`config.mk`:
```
export PLATFORM = sky130hd
export DESIGN_NAME = serial_adder
export DESIGN_NICKNAME = d
export VERILOG_FILES = /design/src/rtl/serial_adder.sv
export SDC_FILE = /design/constraint.sdc
export NUM_CORES = 1
export LEC_CHECK = 0
export ABC_AREA = 1
export CAP_MARGIN = 10
export CORE_ASPECT_RATIO = 0.5
export CORE_UTILIZATION = 54
export CTS_BUF_LIST = sky130_fd_sc_hd__clkbuf_16
export CTS_CLUSTER_DIAMETER = 40
export DETAILED_ROUTE_END_ITERATION = 10
export PLACE_DENSITY = 0.92
export SLEW_MARGIN = 20
export SYNTH_ARGS = -nofsm -noshare
export SYNTH_HDL_FRONTEND = slang
export SYNTH_SLANG_ARGS = --single-unit
export TNS_END_PERCENT = 100
```
`constraint.sdc`:
```
create_clock -name clk -period 2.8 [get_ports clk]
set_input_delay 0.84 -clock clk [delete_from_list [all_inputs] [get_ports clk]]
set_output_delay 0.84 -clock clk [all_outputs]
set_load 0.005 [all_outputs]
```
`src/rtl/serial_adder.sv`:
```
// Bit-serial adder: one full-adder slice per cycle, LSB first, result in z/co.
// Define SERIAL_ADDER_SUB_EN to add a 'sub' input selecting x - y.
//
// state | meaning
// IDLE  | no result held, waiting for start
// RUN   | one sum bit produced per cycle
// DONE  | z/co hold the finished result until the next start
module serial_adder #(
    parameter int WIDTH = 8
) (
    input  logic             clk,
    input  logic             rst_n,
    input  logic             start,
    input  logic [WIDTH-1:0] x,
    input  logic [WIDTH-1:0] y,
    input  logic             ci,
`ifdef SERIAL_ADDER_SUB_EN
    input  logic             sub,
`endif
    output logic             busy,
    output logic             done,
    output logic [WIDTH-1:0] z,
    output logic             co
);

    localparam int CW = (WIDTH > 1) ? $clog2(WIDTH) : 1;
    localparam logic [CW-1:0] LAST = CW'(WIDTH - 1);

    typedef enum logic [1:0] {
        IDLE = 2'd0,
        RUN  = 2'd1,
        DONE = 2'd2
    } state_t;

    state_t            state_q, state_d;
    logic [WIDTH-1:0]  a_q, a_d;
    logic [WIDTH-1:0]  b_q, b_d;
    logic [WIDTH-1:0]  z_q, z_d;
    logic [CW-1:0]     cnt_q, cnt_d;
    logic              carry_q, carry_d;
    logic              co_q, co_d;
    logic              sum_bit;
    logic              carry_next;
    logic [WIDTH-1:0]  b_load;
    logic              carry_load;

    always_comb begin
        sum_bit    = a_q[0] ^ b_q[0] ^ carry_q;
        carry_next = (a_q[0] & b_q[0]) | (a_q[0] & carry_q) | (b_q[0] & carry_q);

`ifdef SERIAL_ADDER_SUB_EN
        // Two's-complement subtract: invert y and inject a carry of one.
        b_load     = sub ? ~y : y;
        carry_load = sub ? 1'b1 : ci;
`else
        b_load     = y;
        carry_load = ci;
`endif

        state_d = state_q;
        a_d     = a_q;
        b_d     = b_q;
        z_d     = z_q;
        cnt_d   = cnt_q;
        carry_d = carry_q;
        co_d    = co_q;

        case (state_q)
            IDLE, DONE: begin
                if (start) begin
                    state_d = RUN;
                    a_d     = x;
                    b_d     = b_load;
                    carry_d = carry_load;
                    cnt_d   = '0;
                    z_d     = '0;
                    co_d    = 1'b0;
                end
            end
            RUN: begin
                a_d          = a_q >> 1;
                b_d          = b_q >> 1;
                z_d          = z_q >> 1;
                z_d[WIDTH-1] = sum_bit;
                carry_d      = carry_next;
                cnt_d        = cnt_q + 1'b1;
                if (cnt_q == LAST) begin
                    state_d = DONE;
                    co_d    = carry_next;
                end
            end
            default: state_d = IDLE;
        endcase
    end

    always_ff @(posedge clk) begin
        if (!rst_n) begin
            state_q <= IDLE;
            a_q     <= '0;
            b_q     <= '0;
            z_q     <= '0;
            cnt_q   <= '0;
            carry_q <= 1'b0;
            co_q    <= 1'b0;
        end else begin
            state_q <= state_d;
            a_q     <= a_d;
            b_q     <= b_d;
            z_q     <= z_d;
            cnt_q   <= cnt_d;
            carry_q <= carry_d;
            co_q    <= co_d;
        end
    end

    assign busy = (state_q == RUN);
    assign done = (state_q == DONE);
    assign z    = z_q;
    assign co   = co_q;

endmodule

```
==> reports/metrics.yaml <==
drt_first_iter_violations: 94
cts.repair_timing.setup_buffer_count: 0
synth-seq-cells: 31
rr_worst_depth: 6
fp.dieW_um: 77.9
row_count: 13
dpl_cell_area_mm2: 0.00181
ys_async_sr_fraction_pct: 0
power_per_cell_area_mw_per_mm2: 608
port_buffers: 30
drt-wirelength-per-cell_um: 11.9
max_capacitance_violation_total: 0
num_antenna_cells: 0
coreArea_mm2: 0.00267
cts-root-buf: "clkbuf_16"
regArea_um2: 621
clock-sinks: 31
final_layout_size_suffix_gt1_share_pct: 7.11
finalInstanceArea_mm2: 0.00195
clock-skew-final_ns: 0.00325
routed_wirelength_um: 3440
total_die_area_mm2: 0.00311
timing_hold_violations_final: 0
clock_network_power_share_pct: 42.6
synthesis.yosys.warnings: 0
regToRegEndpoint: "carry_q$_SDFFE_PN0P_"
numCtsBuffers: 5
start_kind: "register"
drc_violations: 0
grt_setup_unrepaired: "no"
hold_ws_ns: 0.484
hpwlAfterDp_um: 2080
critPathCapture: "busy"
die-height_um: 40.0
r2r_setup_slack_ns: 1.13
setup_viol: 0
dp_cells: 282
fmax_mhz: 445
critical_path_peak_fanout: 4
htree_num_levels: 2
relSlewSlack_pct: 50.2
first_global_vias: 1217
cts_max_path_buffers: 2
period_share_pct: 80.2
worst_hold_path_type: "register to register"
n_fill_cell: 199
switching_power_uw: 313
grt_first_pass_wirelength_um: 5310
place_congestion: 0.786
mean_syn_cell_area_um2: 6.88
clk_transition_reported_paths_ns: 0.05
grt-ovfl-total: 0
start_util_pct: 58.3
post-route-min-period_ns: 2.25
cell_internal_pwr_uw: 872
count_of_flip_flops_with_a_built_in_enable_after_synthesis: 0
synth_sequential_area_ratio_pct: 39.9
critPathRequiredTime_ns: 1.96
drt_pass1_iterations: 4
share_seq_of_total_power_pct: 40.8
netlist-cell-type-count: 21
crit_path_end_kind: "output port"
post_synth_inst_count: 226
outcome: "finished clean"
p_leak_nw: 0.932
grt_antenna_before_repair: 0
cts-resized-gates: 0
track_usage_pct: 23.8
nNetsFinal: 275
yosys_most_used_dff: "dfxtp_1"
cts_hold_repair_buffers: 0
mappedNetlistNets: 249
netSwitchingFraction_pct: 26.4
arrival_worst_endpoint_ns: 1.41
netlist_area_mm2: 0.00156
final-max-slew-violation-count: 0
top_level_ports: 31
p_comb_share_pct: 16.6
setup.worst_path.class: "register to output port"
viasPerCell: 5.01
vdd_drop_max_v: 0.000388
clk_latency_ns: 0.28
launching_point_of_the_worst_reg2reg_path: "state_q[1]$_SDFFE_PN0P_"
tritoncts: "yes"
multiInputGateArea_um2: 694
finish.cell_count_without_fillers: 290
areaGrowthSynthToFinish_pct: 25.3
via_count: 1453
grt_max_degree: 44
critical_path.startpoint: "state_q[0]$_SDFFE_PN0P_"
tightestPinTransition_ns: 0.744
route.antenna.remaining_nets: 0
fin_setup_tns_ns: 0
## worst max-delay path, cell delays in order, from the launching register on
cell             delay, ns
dfxtp_1               0.41
inv_2                 0.10
nor2_4                0.10
clkdlybuf4s50_1       0.51
## cells in the mapped netlist, types with 2 or more instances
master,n,area share [%]
buf_4,4,1.9
nand2_1,71,17
buf_2,3,0.97
nor2_1,9,2.2
a21oi_1,26,8.4
nand2_2,2,0.80
inv_2,2,0.48
ha_1,2,1.6
inv_1,34,8.2
dfxtp_1,31,40
buf_6,5,3.6
nand3_1,27,8.7
nand2_4,2,1.4
## power groups by stage
| stage | registers, mW | clock network (mW) | logic, mW |
|---|---|---|---|
| floorplan | 0.489 | 0 | 0.150 |
| global placement | 0.491 | 0 | 0.186 |
| detailed placement | 0.492 | 0 | 0.191 |
| CTS | 0.484 | 0.505 | 0.195 |
| global route | 0.486 | 0.528 | 0.221 |
| finish | 0.484 | 0.505 | 0.196 |
## layout by cell type (no fill, tap or decap), drive strengths merged
| master | instances |
|---|---|
| nand2 | 75 |
| buf | 2 |
| dfxtp | 31 |
| ha | 2 |
| clkinv | 1 |
| o21ai | 1 |
| inv | 38 |
| clkdlybuf4s50 | 30 |
| nand3 | 28 |
| or2 | 1 |
| a21oi | 27 |
| fa | 1 |
| nand3b | 1 |
| clkbuf | 5 |
| nor2 | 10 |
## worst min-delay path by stage
stage | startpoint | end | depth (start not counted) | slack (ns)
after floorplan | cnt_q[0]$_SDFFE_PN0P_ | cnt_q[0]$_SDFFE_PN0P_ | 1 | 0.43
after global placement | cnt_q[0]$_SDFFE_PN0P_ | cnt_q[0]$_SDFFE_PN0P_ | 1 | 0.45
after detailed placement | cnt_q[0]$_SDFFE_PN0P_ | cnt_q[0]$_SDFFE_PN0P_ | 1 | 0.46
after CTS | cnt_q[0]$_SDFFE_PN0P_ | cnt_q[0]$_SDFFE_PN0P_ | 1 | 0.48
after global routing | z[4]$_SDFFE_PN0P_ | z[3]$_SDFFE_PN0P_ | 2 | 0.50
final | z[4]$_SDFFE_PN0P_ | z[3]$_SDFFE_PN0P_ | 2 | 0.48
## flip-flops by register name (all words and copies together) (netlist names)
register  count
co            1
z             8
cnt_q         3
state_q       2
a_q           8
carry_q       1
b_q           8
## logic make-up (layout without fill, tap and decap cells)
group	count (synthesis)	count (layout)	synth area share (%)
buffers and inverters	49	76	15.4
adder cells (fa/ha/maj)	3	3	2.90
flip-flops	31	31	39.9
AND/OR/NAND/NOR	115	115	32.5
AO/OA/AOI/OAI	28	28	9.25
## final cells by class
class | count | area share (%)
multi-input combinational | 146 | 35.6
sequential | 31 | 31.8
timing repair buffer | 32 | 16.2
inverter | 36 | 6.93
clock buffer | 5 | 6.42
tap | 37 | 2.37
clock inverter | 3 | 0.642
## layer usage
layer / GRT usage, % / vias to the layer above / routed length (um)
met5: 0 / - / 0
met4: 13.9 / 0 / 93
met3: 7.27 / 13 / 209
met2: 44.2 / 48 / 1650
met1: 26.0 / 644 / 1490
li1: - / 748 / -
## metrics by stage
stage / utilization (%) / setup WS, ns / power, mW
floorplan: - / 1.26 / 0.639
global placement: 67.9 / 0.533 / 0.677
detailed placement: 67.9 / 0.471 / 0.682
CTS: 73.1 / 0.556 / 1.18
global route: 73.1 / 0.496 / 1.23
finish: 73.1 / 0.554 / 1.18
(Power assumes the default switching activity.)
